`src/rtl/vga_timing_if.sv`:
```
// VGA raster timing bundle.
// master: the timing generator (takes enable, drives timing/coordinate outputs).
// slave : the consumer (frame-buffer readout, RGB output stage) that owns enable.
//   enable      run (1) / stop-and-clear (0)
//   pix_en      one-clk strobe per pixel period
//   h_sync      horizontal sync, polarity set by the generator
//   v_sync      vertical sync, polarity set by the generator
//   de          display enable, high inside the active area
//   x_pixel     column of the current output pixel
//   y_pixel     row of the current output pixel
//   y_fetch     row plus fetch lookahead, wrapped to the frame height
//   line_start  one-clk pulse when x_pixel becomes 0
//   frame_start one-clk pulse when (x_pixel, y_pixel) becomes (0,0)
interface vga_timing_if #(
  parameter int CW = 10
);
  logic          enable;
  logic          pix_en;
  logic          h_sync;
  logic          v_sync;
  logic          de;
  logic [CW-1:0] x_pixel;
  logic [CW-1:0] y_pixel;
  logic [CW-1:0] y_fetch;
  logic          line_start;
  logic          frame_start;

  modport master (
    input  enable,
    output pix_en, h_sync, v_sync, de, x_pixel, y_pixel, y_fetch,
           line_start, frame_start
  );

  modport slave (
    output enable,
    input  pix_en, h_sync, v_sync, de, x_pixel, y_pixel, y_fetch,
           line_start, frame_start
  );
endinterface

```
`src/rtl/vga_timing_gen.sv`:
```
// Parametrised VGA raster timing generator running entirely in the clk domain.
// A clock divider produces a one-clk pix_en strobe every CLK_DIV clks; the
// horizontal/vertical counters advance on that strobe and a registered output
// stage presents sync, display enable, coordinates, a lookahead fetch row and
// line/frame start pulses one pixel period after the counter value.
// Ports:
//   clk    system clock
//   reset  asynchronous, active-high; same cleared state as enable=0
//   vga    vga_timing_if master modport (enable in, timing outputs out)
module vga_timing_gen #(
  parameter int CLK_DIV     = 4,
  parameter int H_ACTIVE    = 640,
  parameter int H_FP        = 16,
  parameter int H_SYNC      = 96,
  parameter int H_BP        = 48,
  parameter int V_ACTIVE    = 480,
  parameter int V_FP        = 10,
  parameter int V_SYNC      = 2,
  parameter int V_BP        = 33,
  parameter int HS_POL      = 0,
  parameter int VS_POL      = 0,
  parameter int Y_LOOKAHEAD = 2,
  parameter int CW          = 10
) (
  input logic          clk,
  input logic          reset,
  vga_timing_if.master vga
);

  localparam int H_TOTAL = H_ACTIVE + H_FP + H_SYNC + H_BP;
  localparam int V_TOTAL = V_ACTIVE + V_FP + V_SYNC + V_BP;
  localparam int DW      = (CLK_DIV > 1) ? $clog2(CLK_DIV) : 1;

  localparam logic [DW-1:0] DIV_LAST = DW'(CLK_DIV - 1);
  localparam logic [CW-1:0] H_LAST   = CW'(H_TOTAL - 1);
  localparam logic [CW-1:0] V_LAST   = CW'(V_TOTAL - 1);
  localparam logic [CW-1:0] H_ACT    = CW'(H_ACTIVE);
  localparam logic [CW-1:0] V_ACT    = CW'(V_ACTIVE);
  localparam logic [CW-1:0] H_SS     = CW'(H_ACTIVE + H_FP);
  localparam logic [CW-1:0] H_SE     = CW'(H_ACTIVE + H_FP + H_SYNC);
  localparam logic [CW-1:0] V_SS     = CW'(V_ACTIVE + V_FP);
  localparam logic [CW-1:0] V_SE     = CW'(V_ACTIVE + V_FP + V_SYNC);
  localparam logic [CW-1:0] LOOK     = CW'(Y_LOOKAHEAD);
  localparam logic [CW:0]   LOOK_W   = (CW+1)'(Y_LOOKAHEAD);
  localparam logic [CW:0]   V_TOT_W  = (CW+1)'(V_TOTAL);
  localparam logic          HS_ON    = (HS_POL != 0);
  localparam logic          VS_ON    = (VS_POL != 0);

  // Half-open window test used for both sync pulses.
  function automatic logic in_window(input logic [CW-1:0] cnt,
                                     input logic [CW-1:0] lo,
                                     input logic [CW-1:0] hi);
    return (cnt >= lo) && (cnt < hi);
  endfunction

  // Row plus lookahead, wrapped once; the extra bit keeps the sum exact.
  function automatic logic [CW-1:0] fetch_row(input logic [CW-1:0] row);
    logic [CW:0] sum;
    sum = {1'b0, row} + LOOK_W;
    if (sum >= V_TOT_W) sum = sum - V_TOT_W;
    return sum[CW-1:0];
  endfunction

  logic [DW-1:0] div_cnt_p0;
  logic          pix_en_p0;
  logic [CW-1:0] h_cnt_p0;
  logic [CW-1:0] v_cnt_p0;

  logic          h_sync_p1;
  logic          v_sync_p1;
  logic          de_p1;
  logic [CW-1:0] x_pixel_p1;
  logic [CW-1:0] y_pixel_p1;
  logic [CW-1:0] y_fetch_p1;
  logic          line_start_p1;
  logic          frame_start_p1;

  logic div_last;
  logic h_last;
  logic v_last;

  assign div_last = (div_cnt_p0 == DIV_LAST);
  assign h_last   = (h_cnt_p0 == H_LAST);
  assign v_last   = (v_cnt_p0 == V_LAST);

  // Stage p0: clock divider, pixel strobe and raster counters
  always_ff @(posedge clk or posedge reset) begin
    if (reset) begin
      div_cnt_p0 <= '0;
      pix_en_p0  <= 1'b0;
      h_cnt_p0   <= '0;
      v_cnt_p0   <= '0;
    end else if (!vga.enable) begin
      div_cnt_p0 <= '0;
      pix_en_p0  <= 1'b0;
      h_cnt_p0   <= '0;
      v_cnt_p0   <= '0;
    end else begin
      div_cnt_p0 <= div_last ? '0 : div_cnt_p0 + 1'b1;
      pix_en_p0  <= div_last;
      if (pix_en_p0) begin
        h_cnt_p0 <= h_last ? '0 : h_cnt_p0 + 1'b1;
        if (h_last) v_cnt_p0 <= v_last ? '0 : v_cnt_p0 + 1'b1;
      end
    end
  end

  // Stage p1: registered outputs, loaded from the counters on pix_en only
  always_ff @(posedge clk or posedge reset) begin
    if (reset) begin
      h_sync_p1      <= ~HS_ON;
      v_sync_p1      <= ~VS_ON;
      de_p1          <= 1'b0;
      x_pixel_p1     <= '0;
      y_pixel_p1     <= '0;
      y_fetch_p1     <= LOOK;
      line_start_p1  <= 1'b0;
      frame_start_p1 <= 1'b0;
    end else if (!vga.enable) begin
      h_sync_p1      <= ~HS_ON;
      v_sync_p1      <= ~VS_ON;
      de_p1          <= 1'b0;
      x_pixel_p1     <= '0;
      y_pixel_p1     <= '0;
      y_fetch_p1     <= LOOK;
      line_start_p1  <= 1'b0;
      frame_start_p1 <= 1'b0;
    end else begin
      // Strobes default low so they last one clk even when CLK_DIV > 1.
      line_start_p1  <= 1'b0;
      frame_start_p1 <= 1'b0;
      if (pix_en_p0) begin
        h_sync_p1      <= in_window(h_cnt_p0, H_SS, H_SE) ? HS_ON : ~HS_ON;
        v_sync_p1      <= in_window(v_cnt_p0, V_SS, V_SE) ? VS_ON : ~VS_ON;
        de_p1          <= (h_cnt_p0 < H_ACT) && (v_cnt_p0 < V_ACT);
        x_pixel_p1     <= h_cnt_p0;
        y_pixel_p1     <= v_cnt_p0;
        y_fetch_p1     <= fetch_row(v_cnt_p0);
        line_start_p1  <= (h_cnt_p0 == '0);
        frame_start_p1 <= (h_cnt_p0 == '0) && (v_cnt_p0 == '0);
      end
    end
  end

  assign vga.pix_en      = pix_en_p0;
  assign vga.h_sync      = h_sync_p1;
  assign vga.v_sync      = v_sync_p1;
  assign vga.de          = de_p1;
  assign vga.x_pixel     = x_pixel_p1;
  assign vga.y_pixel     = y_pixel_p1;
  assign vga.y_fetch     = y_fetch_p1;
  assign vga.line_start  = line_start_p1;
  assign vga.frame_start = frame_start_p1;

endmodule

```
`src/flat_wrapper.sv`:
```
// flat-port wrapper written by rule: the top's interface ports become plain ports
module vga_timing_gen_flat 
#(
  parameter int CLK_DIV     = 4,
  parameter int H_ACTIVE    = 640,
  parameter int H_FP        = 16,
  parameter int H_SYNC      = 96,
  parameter int H_BP        = 48,
  parameter int V_ACTIVE    = 480,
  parameter int V_FP        = 10,
  parameter int V_SYNC      = 2,
  parameter int V_BP        = 33,
  parameter int HS_POL      = 0,
  parameter int VS_POL      = 0,
  parameter int Y_LOOKAHEAD = 2,
  parameter int CW          = 10
)
  (clk, reset, vga_enable, vga_pix_en, vga_h_sync, vga_v_sync, vga_de, vga_x_pixel, vga_y_pixel, vga_y_fetch, vga_line_start, vga_frame_start);
  vga_timing_if #(.CW(CW)) vga_i ();
  input logic clk;
  input logic reset;
  input wire logic [$bits(vga_i.enable)-1:0] vga_enable;
  output wire logic [$bits(vga_i.pix_en)-1:0] vga_pix_en;
  output wire logic [$bits(vga_i.h_sync)-1:0] vga_h_sync;
  output wire logic [$bits(vga_i.v_sync)-1:0] vga_v_sync;
  output wire logic [$bits(vga_i.de)-1:0] vga_de;
  output wire logic [$bits(vga_i.x_pixel)-1:0] vga_x_pixel;
  output wire logic [$bits(vga_i.y_pixel)-1:0] vga_y_pixel;
  output wire logic [$bits(vga_i.y_fetch)-1:0] vga_y_fetch;
  output wire logic [$bits(vga_i.line_start)-1:0] vga_line_start;
  output wire logic [$bits(vga_i.frame_start)-1:0] vga_frame_start;
  assign vga_i.enable = vga_enable;
  assign vga_pix_en = vga_i.pix_en;
  assign vga_h_sync = vga_i.h_sync;
  assign vga_v_sync = vga_i.v_sync;
  assign vga_de = vga_i.de;
  assign vga_x_pixel = vga_i.x_pixel;
  assign vga_y_pixel = vga_i.y_pixel;
  assign vga_y_fetch = vga_i.y_fetch;
  assign vga_line_start = vga_i.line_start;
  assign vga_frame_start = vga_i.frame_start;
  vga_timing_gen #(.CLK_DIV(CLK_DIV), .H_ACTIVE(H_ACTIVE), .H_FP(H_FP), .H_SYNC(H_SYNC), .H_BP(H_BP), .V_ACTIVE(V_ACTIVE), .V_FP(V_FP), .V_SYNC(V_SYNC), .V_BP(V_BP), .HS_POL(HS_POL), .VS_POL(VS_POL), .Y_LOOKAHEAD(Y_LOOKAHEAD), .CW(CW)) u_core (.clk(clk), .reset(reset), .vga(vga_i));
endmodule
```
`config.mk`:
```
export PLATFORM = sky130hd
export DESIGN_NAME = vga_timing_gen_flat
export DESIGN_NICKNAME = d
export VERILOG_FILES = /design/src/rtl/vga_timing_if.sv /design/src/rtl/vga_timing_gen.sv /design/src/flat_wrapper.sv
export SDC_FILE = /design/constraint.sdc
export NUM_CORES = 1
export LEC_CHECK = 0
export BUFFER_PORTS_ARGS = -buffer_cell sky130_fd_sc_hd__clkbuf_2
export CAP_MARGIN = 20
export CORE_MARGIN = 2
export CORE_UTILIZATION = 55
export DETAILED_ROUTE_END_ITERATION = 10
export PLACE_DENSITY = 0.76
export SETUP_SLACK_MARGIN = 0.02
export SYNTH_ARGS = -nofsm -noshare
export SYNTH_HDL_FRONTEND = slang
export SYNTH_SLANG_ARGS = --single-unit
```
`constraint.sdc`:
```
create_clock -name clk -period 7.35 [get_ports clk]
set_clock_uncertainty 0.05 [all_clocks]
set_input_delay 1.47 -clock clk [delete_from_list [all_inputs] [get_ports clk]]
set_output_delay 1.47 -clock clk [all_outputs]
set_load 0.02 [all_outputs]
```
**Yosys cells after proc, flatten, opt, wreduce, memory -nomap -nowiden**

Cells that the tools add are included.

- Register bits after elaboration: 58

- $add $sub $neg: 5
- Magnitude comparators: 7
- Equality and inequality tests: 5
- Multiplexer cells: 29
- Reduce and logical (&&, ||, !) cells: 7

Operators with widths:

| operator | number |
|---|---|
| two-way mux 10 bit | 14 |
| adder 10 x 1 -> 10 bit, second input constant | 2 |
| equality test 10 bit, second input constant | 2 |
| logical NOT 10 bit | 2 |
| < comparator 10 bit, second input constant | 2 |
| < comparator 10 x 9 -> 1 bit, second input constant | 2 |
| two-way mux 1 bit | 13 |
| adder 10 x 2 -> 11 bit, second input constant | 1 |
| >= comparator 11 x 10 -> 1 bit, second input constant | 1 |
| >= comparator 10 bit, second input constant | 1 |
| >= comparator 10 x 9 -> 1 bit, second input constant | 1 |
| subtractor 10 bit, second input constant | 1 |
| logical AND 1 bit | 4 |
| two-way mux 2 bit | 2 |
| != test 2 x 1 -> 1 bit, second input constant | 2 |
| adder 2 x 1 -> 2 bit, second input constant | 1 |
| equality test 2 bit, second input constant | 1 |
| AND reduction 2 bit | 1 |

**Longest topological paths before layout**

Gate-level depths: netlist of run 1.

- Word-level depth: 5
- Gate-level depth with buffers: 9
- Gate-level depth less buffers: 8

**Worst setup path before layout of run 1**

Ideal clock, no wire load.

- Path type: input port to flip-flop
- Start: input vga_enable
- End: register u_core.h_cnt_p0[9]
- Setup time: 77 ps
- Arrival: 2,697 ps
- Required time: 7,223 ps
- Slack: 4,526 ps
- Cell stages on the path: 6
- Buffers on the path: 1
- Path through: clkbuf_1 -> nand2b_1 -> nand4_1 -> or2_2 -> or3_1 -> a21oi_1

- Longest elaborated chain between the ends: 1
- Elaborated cells between the ends (all ways): 2
- Classes of those cells: eq/ne: 1; mux: 1

RTL lines:

| item | line | text |
|---|---|---|
| start: declaration | flat_wrapper.sv:22 | `input wire logic [$bits(vga_i.enable)-1:0] vga_enable;` |
| != test 2 x 1 -> 1 bit (no source line) / two-way mux 10 bit (equally long branches) | n/a |  |
| end signal: assignment | vga_timing_gen.sv:102 | `h_cnt_p0 <= h_last ? '0 : h_cnt_p0 + 1'b1;` |
| end: declaration | vga_timing_gen.sv:66 | `logic [CW-1:0] h_cnt_p0;` |

Several ways; a longest one is shown, not always the timed one.
A chain may end at the register's enable or synchronous reset.

**Final worst setup path of run 1**

Same ends and word-level chain as after synthesis.

==> impl_metrics.sql, run 1 <==
INSERT INTO impl_metrics (metric_group, metric, value, unit) VALUES
('outcome', 'run_status', 'finished, final reports clean', ''),
('logic_synthesis', 'postSynthNetCount', '351', ''),
('placement', 'placed_area', '0.00347', 'mm2'),
('critical_path', 'crit_buf_inv', '1', ''),
('logic_synthesis', 'synth_compound_gate_area_share', '0.121', ''),
('layout', 'num_antenna_cells', '0', ''),
('timing', 'smallest_hold_slack', '0.397', 'ns'),
('floorplanning', 'floorplan.die_area', '0.00661', 'mm2'),
('layout', 'ff_latch_area', '0.00146', 'mm2'),
('clock_network', 'post_cts_resize_count', '0', ''),
('logic_synthesis', 'count_of_distinct_cell_types_in_the_synthesized_netlist', '57', ''),
('layout', 'layout.filler_cells', '510', ''),
('layout', 'post_layout_cell_count', '445', ''),
('clock_network', 'clk_pin_slew_worst_paths', '0.06', 'ns'),
('critical_path', 'timing.critical_path.cells', 'clkbuf_2 > nand2b_1 > nand4_1 > or2_2 > or3_1 > a21oi_1', ''),
('critical_path', 'crit_required', '7.56', 'ns'),
('clock_network', 'cts_hold_repair.buffers', '0', ''),
('detailed_routing', 'drt_pass1_iterations', '4', ''),
('critical_path', 'worst_path_max_delay_cell', 'sky130_fd_sc_hd__or3_1', ''),
('detailed_routing', 'highest-signal-layer', 'met4', ''),
('clock_network', 'tritoncts.num_buffers', '9', ''),
('hold_path', 'min_path_cells', '1', ''),
('detailed_routing', 'vias_per_cell', '5.73', ''),
('logic_synthesis', 'synth_area_leaders', 'sky130_fd_sc_hd__dfrtp_1, sky130_fd_sc_hd__mux2i_1, sky130_fd_sc_hd__nor2b_1, sky130_fd_sc_hd__nand2_1, sky130_fd_sc_hd__ha_1', ''),
('floorplanning', 'placeableCoreArea', '0.00585', 'mm2'),
('placement', 'port-buffer-count', '38', ''),
('logic_synthesis', 'synthAdderAreaFrac', '0.0343', ''),
('power_and_ir_drop', 'powerDensity', '179', 'mW/mm2'),
('detailed_routing', 'drt_iter0_markers', '175', ''),
('logic_synthesis', 'synth_most_common_cell', 'sky130_fd_sc_hd__dfrtp_1', ''),
('grt', 'grt_pass1_wl', '11600', 'um'),
('timing', 'setup_total_negative_slack', '0', 'ns'),
('detailed_routing', 'wire_per_inst', '15.8', 'um'),
('logic_synthesis', 'yosys.area.top_type', 'sky130_fd_sc_hd__dfrtp_1', ''),
('critical_path', 'critical_path_arrival', '3.20', 'ns'),
('grt', 'via_count_of_the_first_global_routing_pass', '2436', ''),
('clock_network', 'cts.htree.levels', '3', ''),
('timing', 'finalMaxSlewViolations', '0', ''),
('critical_path', 'r2r_end', 'u_core.vga.y_fetch[5]', ''),
('critical_path', 'reg2reg_setup_slack', '4.59', 'ns'),
('layout', 'finalNetCount', '377', ''),
('critical_path', 'ff2ff_path_depth', '7', ''),
('logic_synthesis', 'synth_common_cells', 'sky130_fd_sc_hd__dfrtp_1, sky130_fd_sc_hd__nand2_1, sky130_fd_sc_hd__mux2i_1, sky130_fd_sc_hd__nor2b_1, sky130_fd_sc_hd__o21ai_0', ''),
('detailed_routing', 'routed_wirelength', '7050', 'um'),
('floorplanning', 'pin_count', '39', ''),
('timing', 'max_slew_margin', '0.503', ''),
('logic_synthesis', 'syn-cell-area', '0.00329', 'mm2'),
('placement', 'globalplace.congestion', '0.854', ''),
('layout', 'layout.cell_area.non_filler', '0.00368', 'mm2'),
('logic_synthesis', 'number_of_standard_cells_after_synthesis', '339', ''),
('logic_synthesis', 'ys_seq_area_frac', '0.443', ''),
('grt', 'pin_count_of_the_biggest_net_entering_global_routing', '59', ''),
('logic_synthesis', 'synth-edff-count', '0', ''),
('clock_network', 'cts_num_sinks', '58', ''),
('detailed_routing', 'vias', '2552', ''),
('critical_path', 'setup.worst_path.start_class', 'input pin', ''),
('layout', 'drive_above_1_share', '0.192', ''),
('critical_path', 'worst_path_class_setup', 'in -> reg', ''),
('critical_path', 'endpoint_kind', 'flop', ''),
('clock_network', 'cts_tree', 'built', ''),
('layout', 'area_delta_synth_final', '12.0', '%'),
('critical_path', 'crit_path_end', 'u_core.h_cnt_p0[9]', ''),
('logic_synthesis', 'ys_async_sr_fraction', '1.00', ''),
('floorplanning', 'starting_density', '0.562', ''),
('hold_path', 'hold_path_class', 'reg -> reg', ''),
('logic_synthesis', 'post_synth.cell_area_avg', '9.70', 'um2'),
('logic_synthesis', 'yosys_warnings', '0', ''),
('critical_path', 'cp_top_family', 'simple AND/OR/NAND/NOR gates', ''),
('timing', 'worst-slew-pin-transition', '0.745', 'ns'),
('grt', 'grt_usage', '0.232', ''),
('floorplanning', 'die_y', '81.3', 'um');
## flip-flops by register name, indices dropped and copies added (netlist names), 2 cells and up
| register | cells |
|---|---|
| u_core.v_cnt_p0 | 10 |
| u_core.vga.x_pixel | 10 |
| u_core.h_cnt_p0 | 10 |
| u_core.vga.y_fetch | 10 |
| u_core.div_cnt_p0 | 2 |
| u_core.vga.y_pixel | 10 |
## cells in the final DEF, fill, tap and decap left out, types with 2 or more instances in the layout
| cell | synthesis | layout |
|---|---|---|
| sky130_fd_sc_hd__a21boi_0 | 3 | 3 |
| sky130_fd_sc_hd__clkbuf_1 | 13 | 2 |
| sky130_fd_sc_hd__dfrtp_1 | 55 | 55 |
| sky130_fd_sc_hd__nor2_1 | 17 | 17 |
| sky130_fd_sc_hd__inv_1 | 10 | 9 |
| sky130_fd_sc_hd__clkbuf_2 | 1 | 38 |
| sky130_fd_sc_hd__and3_1 | 4 | 4 |
| sky130_fd_sc_hd__buf_4 | 1 | 2 |
| sky130_fd_sc_hd__mux2i_1 | 25 | 25 |
| sky130_fd_sc_hd__xnor2_1 | 7 | 7 |
| sky130_fd_sc_hd__a32oi_1 | 3 | 3 |
| sky130_fd_sc_hd__a31oi_1 | 2 | 2 |
| sky130_fd_sc_hd__a21oi_1 | 12 | 12 |
| sky130_fd_sc_hd__or2_2 | 2 | 2 |
| sky130_fd_sc_hd__nand2_1 | 31 | 31 |
| sky130_fd_sc_hd__clkbuf_8 | 0 | 12 |
| sky130_fd_sc_hd__nand4_1 | 9 | 9 |
| sky130_fd_sc_hd__nor2b_1 | 25 | 25 |
| sky130_fd_sc_hd__nor3_1 | 7 | 7 |
| sky130_fd_sc_hd__o21a_1 | 4 | 4 |
| sky130_fd_sc_hd__dfstp_2 | 3 | 3 |
| sky130_fd_sc_hd__nor3b_1 | 5 | 5 |
| sky130_fd_sc_hd__nand3_1 | 7 | 7 |
| sky130_fd_sc_hd__nor4b_1 | 3 | 3 |
| sky130_fd_sc_hd__ha_1 | 9 | 9 |
| sky130_fd_sc_hd__xor2_1 | 8 | 8 |
| sky130_fd_sc_hd__or3_1 | 2 | 2 |
| sky130_fd_sc_hd__and2_1 | 7 | 7 |
| sky130_fd_sc_hd__o31ai_1 | 5 | 5 |
| sky130_fd_sc_hd__nand2b_1 | 4 | 4 |
| sky130_fd_sc_hd__o21ai_0 | 21 | 21 |
## metrics by stage
step            util  setup WS (ns)
2_1_floorplan      -           4.41
3_3_place_gp   0.594           4.14
3_5_place_dp   0.594           4.03
4_1_cts        0.629           4.37
5_1_grt        0.629           4.18
6_report       0.629           4.36
## how the worst min path moves through the flow
stage / start / to / slack [ns]
finish: u_core.div_cnt_p0[0] / u_core.div_cnt_p0[0] / 0.40
global route: u_core.div_cnt_p0[0] / u_core.div_cnt_p0[0] / 0.42
CTS: u_core.div_cnt_p0[0] / u_core.div_cnt_p0[0] / 0.40
detailed placement: u_core.div_cnt_p0[0] / u_core.div_cnt_p0[0] / 0.39
global placement: u_core.div_cnt_p0[0] / u_core.div_cnt_p0[0] / 0.37
floorplan: u_core.div_cnt_p0[0] / u_core.div_cnt_p0[0] / 0.36
## worst reg2reg max path: cells and delay by family, from the launching register on
family | cells | cell delay, ns
fa+ha+maj | 1 | 0.46
flops | 1 | 0.59
compound gates | 3 | 0.58
simple gates | 3 | 0.98
## per-layer routing
| layer | vias up | global-route usage |
|---|---|---|
| met5 | - | 0 |
| met3 | 9 | 0.0533 |
| met4 | 0 | 0.0797 |
| met2 | 48 | 0.387 |
| met1 | 1255 | 0.297 |
| li1 | 1240 | - |
## cell families after synthesis
kind of cell,Yosys count
multiplexers,25
AO/OA/AOI/OAI,60
buffers and inverters,35
adder cells (fa/ha/maj),9
flip-flops,58
AND/OR/NAND/NOR,137
XOR/XNOR,15
## power by group
group	leakage [nW]	internal [mW]	switching, mW	total, mW
clock network	0.107	0.184	0.124	0.309
logic	0.690	0.00822	0.0183	0.0265
registers	0.798	0.321	0.00115	0.323
total	1.59	0.514	0.144	0.658
## cell type report
class	count	share of cell area
inverters	10	0.0102
clock inverters	2	0.00952
flip-flops and latches	58	0.395
repair buffers	40	0.0557
multi-input cells	246	0.457
well taps	75	0.0255
clock buffers	14	0.0469
(Power assumes the default switching activity.)
==> run 2, diff against run 1 <==
==> constraint.sdc (replaced) <==
create_clock -name clk -period 3.05 [get_ports clk]
set_clock_uncertainty 0.05 [all_clocks]
set_input_delay 0.61 -clock clk [delete_from_list [all_inputs] [get_ports clk]]
set_output_delay 0.61 -clock clk [all_outputs]
set_load 0.02 [all_outputs]
==> run 2 against run 1 <==
Count of clock-buffer cells in the layout down 2. Via count increased by 1.8%. Design area is 0.54% lower. Combinational power increased by 150%. Utilization fell by 0.34 points. Sequential power grew 140%. Global-route usage increased by 2.1 points. Final cell count grew 0.45%. Total power grew 130%. Critical path type is now reg -> reg. Largest power group unchanged.
==> impl_metrics.sql, run 2 (synthesis results as in run 1) <==
INSERT INTO impl_metrics (metric_group, metric, value, unit) VALUES
('detailed_routing', 'vias_per_cell', '5.81', ''),
('placement', 'globalplace.congestion', '0.856', ''),
('grt', 'pin_count_of_the_biggest_net_entering_global_routing', '59', ''),
('timing', 'post-route-period-util', '0.884', ''),
('layout', 'layout.filler_cells', '493', ''),
('outcome', 'run_status', 'finished, final reports clean', ''),
('floorplanning', 'rows', '28', ''),
('layout', 'fin_util', '0.626', ''),
('grt', 'grt_pass1_wl', '12600', 'um'),
('timing', 'fin_crit', '2.70', 'ns'),
('power_and_ir_drop', 'combinationalPowerShare', '0.044', ''),
('detailed_routing', 'drt_iter0_markers', '216', ''),
('timing', 'max_slew_margin', '0.520', ''),
('timing', 'rsz0062_at_grt', 'false', ''),
('critical_path', 'setup.worst_path.start_class', 'flop', ''),
('critical_path', 'endpoint_kind', 'flop', ''),
('clock_network', 'cts_hold_repair.buffers', '0', ''),
('detailed_routing', 'drt_drc_violations_left', '0', ''),
('floorplanning', 'starting_density', '0.562', ''),
('power_and_ir_drop', 'switching_power', '0.374', 'mW'),
('critical_path', 'worst_path_class_setup', 'reg -> reg', ''),
('layout', 'combined_area_of_the_multi_input_logic_cells', '0.00168', 'mm2'),
('timing', 'setup_total_negative_slack', '0', 'ns'),
('timing', 'report.final.setup_viol', '0', ''),
('clock_network', 'cts.htree.levels', '3', ''),
('floorplanning', 'floorplan.die_area', '0.00661', 'mm2'),
('hold_path', 'hold_path_class', 'in -> async', ''),
('detailed_routing', 'drt_pass1_iterations', '5', ''),
('timing', 'final_hold_viol_count', '0', ''),
('detailed_routing', 'routed_wirelength', '7470', 'um'),
('timing', 'achievable-frequency', '371', 'MHz'),
('detailed_routing', 'wire_per_inst', '16.7', 'um'),
('timing', 'finalMaxSlewViolations', '0', ''),
('layout', 'most-common-layout-cells', 'sky130_fd_sc_hd__dfrtp_1, sky130_fd_sc_hd__clkbuf_2, sky130_fd_sc_hd__nand2_1', ''),
('clock_network', 'cts-root-to-sink-buffers', '2', ''),
('power_and_ir_drop', 'swShare', '0.252', ''),
('job', 'cap_viol_max_count', '0', ''),
('timing', 'worst-slew-pin-transition', '0.720', 'ns'),
('floorplanning', 'chipWidth', '81.3', 'um'),
('layout', 'layout.cell_area.non_filler', '0.00366', 'mm2'),
('layout', 'layout.cells.most_common', 'sky130_fd_sc_hd__dfrtp_1', ''),
('clock_network', 'cts_tree', 'built', ''),
('critical_path', 'critical_path_arrival', '2.89', 'ns'),
('grt', 'grt_usage', '0.254', ''),
('power_and_ir_drop', 'ir_worst_vdd', '286', 'uV'),
('clock_network', 'post_cts_resize_count', '0', ''),
('power_and_ir_drop', 'internal_power', '1.11', 'mW'),
('layout', 'ff_latch_area', '0.00146', 'mm2'),
('placement', 'placed_area', '0.00349', 'mm2'),
('clock_network', 'clk_pin_slew_worst_paths', '0.07', 'ns'),
('critical_path', 'ff2ff_path_depth', '7', ''),
('power_and_ir_drop', 'powerDensity', '405', 'mW/mm2'),
('clock_network', 'cts_num_sinks', '58', ''),
('critical_path', 'launch_instance_of_the_worst_register_to_register_path', 'u_core.v_cnt_p0[2]', ''),
('critical_path', 'crit_path_max_fanout', '11', ''),
('floorplanning', 'pin_count', '39', ''),
('layout', 'finalNetCount', '379', ''),
('detailed_routing', 'antenna_left', '0', ''),
('critical_path', 'crit_required', '3.24', 'ns'),
('critical_path', 'critPathLaunch', 'u_core.v_cnt_p0[2]', ''),
('clock_network', 'cts-root-buf', 'sky130_fd_sc_hd__clkbuf_8', ''),
('layout', 'drive_above_1_share', '0.196', ''),
('clock_network', 'clock_network_latency_to_the_later_pin_of_the_worst_skew_pair', '0.34', 'ns'),
('grt', 'initial_antenna_violation_count', '0', ''),
('power_and_ir_drop', 'clock_power_share', '0.432', ''),
('detailed_routing', 'vias', '2597', ''),
('floorplanning', 'placeableCoreArea', '0.00585', 'mm2'),
('clock_network', 'post_cts_buffers', '0', ''),
('grt', 'grt_overflow_total', '0', ''),
('placement', 'place.detailed.hpwl', '5110', 'um'),
('grt', 'via_count_of_the_first_global_routing_pass', '2522', ''),
('layout', 'area_delta_synth_final', '11.4', '%'),
('layout', 'num_antenna_cells', '0', ''),
('power_and_ir_drop', 'static-leakage-power', '1.58', 'nW'),
('power_and_ir_drop', 'share_of_power_burned_in_registers', '0.524', ''),
('floorplanning', 'die_y', '81.3', 'um'),
('placement', 'port-buffer-count', '38', ''),
('clock_network', 'tritoncts.num_buffers', '9', '');
-- run 2: cell count changes in the layout (fill, tap and decap cells not counted), sizes merged --
cell / delta
bufinv: -1
clkinvlp: +3
clkbuf: -2
buf: +2
-- run 2: area by class of cell --
cell class / count / share of cell area
inverters: 10 / 0.0103
flip-flops and latches: 58 / 0.397
multi-input cells: 246 / 0.459
clock buffers: 12 / 0.0396
clock inverters: 4 / 0.00752
well taps: 75 / 0.0256
repair buffers: 42 / 0.0602
-- run 2: worst max-delay path: stages (launching register included) --
cell                       delay, ns
sky130_fd_sc_hd__dfrtp_1        0.57
sky130_fd_sc_hd__ha_1           0.46
sky130_fd_sc_hd__and3_1         0.27
sky130_fd_sc_hd__and2_1         0.24
sky130_fd_sc_hd__o21ai_1        0.16
sky130_fd_sc_hd__a41oi_4        0.31
sky130_fd_sc_hd__or4b_1         0.46
sky130_fd_sc_hd__o311ai_1       0.08
-- run 2: through the flow --
step                      hold slack (ns)  total power, mW  instances  worst slack, ns
final                               0.391             1.48        447            0.354
after global routing                0.415             1.54        447            0.150
after CTS                           0.396             1.49        447            0.366
after detailed placement            0.386            0.859        431            0.385
after global placement              0.375            0.858        431            0.440
after floorplan                     0.364            0.841        339            0.707
-- run 2: path summary, 6_finish.rpt --
check                                             end  slack [ns]
worst max register to register  u_core.vga.y_fetch[5]        0.35
max in group asynchronous          u_core.v_cnt_p0[1]        2.08
worst min-delay path             u_core.div_cnt_p0[1]        0.39
min in group clk                 u_core.div_cnt_p0[0]        0.39
worst min register to register   u_core.div_cnt_p0[0]        0.39
worst max-delay path            u_core.vga.y_fetch[5]        0.35
-- run 2: power by group through the flow --
stage | registers [mW] | clock network, mW | logic [mW]
final | 0.778 | 0.641 | 0.0654
after global routing | 0.778 | 0.686 | 0.0742
after CTS | 0.778 | 0.644 | 0.0670
after detailed placement | 0.792 | 0 | 0.0670
after global placement | 0.792 | 0 | 0.0656
after floorplan | 0.793 | 0 | 0.0478
-- run 2: per-layer routing --
layer / wire length [um] / vias to the layer above / share of wire / GRT usage
li1: - / 1238 / - / -
met1: 3280 / 1261 / 0.44 / 0.331
met2: 3740 / 81 / 0.50 / 0.413
met3: 320 / 17 / 0.043 / 0.0533
met4: 133 / 0 / 0.018 / 0.0983
met5: 0 / - / 0 / 0
==> run 3, diff against run 2 <==
--- a/config.mk
+++ b/config.mk
@@ -7,10 +7,12 @@
 export LEC_CHECK = 0
 export BUFFER_PORTS_ARGS = -buffer_cell sky130_fd_sc_hd__clkbuf_2
 export CAP_MARGIN = 20
+export CELL_PAD_IN_SITES_DETAIL_PLACEMENT = 1
+export CELL_PAD_IN_SITES_GLOBAL_PLACEMENT = 2
 export CORE_MARGIN = 2
-export CORE_UTILIZATION = 55
+export CORE_UTILIZATION = 37
 export DETAILED_ROUTE_END_ITERATION = 10
-export PLACE_DENSITY = 0.76
+export PLACE_DENSITY_LB_ADDON = 0.1
 export SETUP_SLACK_MARGIN = 0.02
 export SYNTH_ARGS = -nofsm -noshare
 export SYNTH_HDL_FRONTEND = slang
==> run 3 against run 2 <==
Non-clock buffer count grew 3. Utilization shrank 19 points. Routed wire length grew 14%.
==> impl_metrics.sql, run 3 (synthesis results as in run 1) <==
INSERT INTO impl_metrics (metric_group, metric, value, unit) VALUES
('detailed_routing', 'drt_drc_violations_left', '0', ''),
('grt', 'grt_overflow_total', '0', ''),
('floorplanning', 'rows', '34', ''),
('grt', 'globalRouteMet3Util', '0.0329', ''),
('power_and_ir_drop', 'clock_power_share', '0.441', ''),
('outcome', 'run_status', 'finished, final reports clean', ''),
('critical_path', 'endpoint_kind', 'flop', ''),
('power_and_ir_drop', 'combinationalPowerShare', '0.047', ''),
('detailed_routing', 'vias_per_cell', '5.35', ''),
('timing', 'achievable-frequency', '364', 'MHz'),
('grt', 'globalRoute.busiestLayer', 'met2', ''),
('power_and_ir_drop', 'powerDensity', '405', 'mW/mm2'),
('power_and_ir_drop', 'internal_power', '1.12', 'mW'),
('grt', 'pin_count_of_the_biggest_net_entering_global_routing', '34', ''),
('floorplanning', 'placeableCoreArea', '0.00868', 'mm2'),
('placement', 'port-buffer-count', '38', ''),
('placement', 'globalplace.congestion', '0.824', ''),
('layout', 'most-common-layout-cells', 'sky130_fd_sc_hd__dfrtp_1, sky130_fd_sc_hd__clkbuf_2, sky130_fd_sc_hd__nand2_1', ''),
('layout', 'finalNetCount', '382', ''),
('layout', 'fin_util', '0.432', ''),
('power_and_ir_drop', 'ir_worst_vdd', '206', 'uV'),
('layout', 'layout.filler_cells', '1038', ''),
('grt', 'grt_pass1_wl', '14500', 'um'),
('timing', 'worst-slew-pin-transition', '0.683', 'ns'),
('detailed_routing', 'antenna_left', '0', ''),
('power_and_ir_drop', 'share_of_power_burned_in_registers', '0.512', ''),
('floorplanning', 'floorplan.die_area', '0.00965', 'mm2'),
('clock_network', 'post_cts_resize_count', '0', ''),
('critical_path', 'critical_path_arrival', '2.94', 'ns'),
('timing', 'rsz0062_at_grt', 'false', ''),
('layout', 'num_antenna_cells', '0', ''),
('layout', 'area_delta_synth_final', '14.0', '%'),
('timing', 'fin_crit', '2.75', 'ns'),
('layout', 'drive_above_1_share', '0.205', ''),
('timing', 'setup_total_negative_slack', '0', 'ns'),
('grt', 'initial_antenna_violation_count', '0', ''),
('clock_network', 'cts_num_sinks', '58', ''),
('grt', 'grtUsageMet1', '0.247', ''),
('critical_path', 'crit_path_max_fanout', '11', ''),
('floorplanning', 'die_y', '98.3', 'um'),
('grt', 'grt_usage', '0.191', ''),
('clock_network', 'tritoncts.num_buffers', '9', ''),
('clock_network', 'cts.htree.levels', '3', ''),
('clock_network', 'clk_pin_slew_worst_paths', '0.08', 'ns'),
('detailed_routing', 'routed_wirelength', '8550', 'um'),
('power_and_ir_drop', 'static-leakage-power', '1.60', 'nW'),
('clock_network', 'cts_tree', 'built', ''),
('timing', 'final_hold_viol_count', '0', ''),
('layout', 'layout.cells.most_common', 'sky130_fd_sc_hd__dfrtp_1', ''),
('floorplanning', 'starting_density', '0.379', ''),
('job', 'cap_viol_max_count', '0', ''),
('timing', 'report.final.setup_viol', '0', ''),
('clock_network', 'cts-root-buf', 'sky130_fd_sc_hd__clkbuf_8', ''),
('timing', 'post-route-period-util', '0.901', ''),
('clock_network', 'cts_hold_repair.buffers', '0', ''),
('critical_path', 'crit_required', '3.24', 'ns'),
('floorplanning', 'chipWidth', '98.3', 'um'),
('timing', 'max_slew_margin', '0.544', ''),
('placement', 'place.detailed.hpwl', '6020', 'um'),
('detailed_routing', 'drt_pass1_iterations', '4', ''),
('critical_path', 'setup.worst_path.start_class', 'flop', ''),
('timing', 'finalMaxSlewViolations', '0', ''),
('detailed_routing', 'vias', '2585', ''),
('detailed_routing', 'wire_per_inst', '17.7', 'um'),
('grt', 'via_count_of_the_first_global_routing_pass', '2736', ''),
('floorplanning', 'pin_count', '39', ''),
('clock_network', 'clock_network_latency_to_the_later_pin_of_the_worst_skew_pair', '0.34', 'ns'),
('critical_path', 'worst_path_class_setup', 'reg -> reg', ''),
('grt', 'grt.met2_usage', '0.324', ''),
('power_and_ir_drop', 'switching_power', '0.401', 'mW'),
('detailed_routing', 'drt_iter0_markers', '94', ''),
('power_and_ir_drop', 'swShare', '0.264', ''),
('clock_network', 'cts-root-to-sink-buffers', '2', ''),
('clock_network', 'post_cts_buffers', '0', ''),
('hold_path', 'hold_path_class', 'in -> async', '');
==> run 3: changes by cell type in the layout (fill, tap and decap cells not counted), sizes merged <==
cell,delta
clkbuf,-1
clkinv,+1
buf,+3
==> run 3: worst max-delay path, stage by stage (launching register included) <==
cell,delay [ns]
sky130_fd_sc_hd__dfrtp_1,0.58
sky130_fd_sc_hd__ha_1,0.45
sky130_fd_sc_hd__and3_1,0.26
sky130_fd_sc_hd__and2_1,0.25
sky130_fd_sc_hd__o21ai_1,0.16
sky130_fd_sc_hd__a41oi_4,0.33
sky130_fd_sc_hd__or4b_1,0.48
sky130_fd_sc_hd__o311ai_1,0.08
==> run 3: final cells by class <==
type                       instances  area [um2]  area share
tap                              108         135      0.0361
clock inverter                     5        40.0      0.0107
clock buffer                      11         141      0.0377
multi-input combinational        246        1680       0.449
inverter                          10        37.5      0.0100
timing repair buffer              45         255      0.0681
sequential                        58        1460       0.388
==> run 3: final timing paths <==
check,start,endpoint,slack (ns),cells after the start
setup / recovery,u_core.v_cnt_p0[2],u_core.vga.y_fetch[5],0.30,7
hold / removal,reset,u_core.vga.x_pixel[0],0.30,2
setup reg to reg,u_core.v_cnt_p0[2],u_core.vga.y_fetch[5],0.30,7
hold reg to reg,u_core.div_cnt_p0[0],u_core.div_cnt_p0[0],0.39,1
max in group asynchronous,reset,u_core.vga.v_sync,1.98,3
min in group clk,u_core.div_cnt_p0[0],u_core.div_cnt_p0[0],0.39,1
==> run 3: through the flow <==
| step | area, um2 | hold WS [ns] | setup WS [ns] | instances | power, mW |
|---|---|---|---|---|---|
| floorplan | 3290 | 0.364 | 0.707 | 339 | 0.841 |
| global placement | 3560 | 0.374 | 0.431 | 467 | 0.864 |
| detailed placement | 3560 | 0.380 | 0.318 | 467 | 0.866 |
| CTS | 3750 | 0.319 | 0.298 | 483 | 1.54 |
| global route | 3750 | 0.339 | 0.0576 | 483 | 1.58 |
| finish | 3750 | 0.302 | 0.303 | 483 | 1.52 |
==> run 3: layer usage <==
layer | up-vias | share of wire
met5 | - | 0
met4 | 0 | 0.018
met3 | 13 | 0.022
met2 | 32 | 0.50
met1 | 1303 | 0.46
li1 | 1237 | -
==> run 3: power groups by stage <==
stage / registers, mW / logic (mW) / clock network (mW)
after floorplan: 0.793 / 0.0478 / 0
after global placement: 0.791 / 0.0729 / 0
after detailed placement: 0.792 / 0.0739 / 0
after CTS: 0.777 / 0.0740 / 0.692
after global routing: 0.777 / 0.0804 / 0.717
final: 0.777 / 0.0708 / 0.669
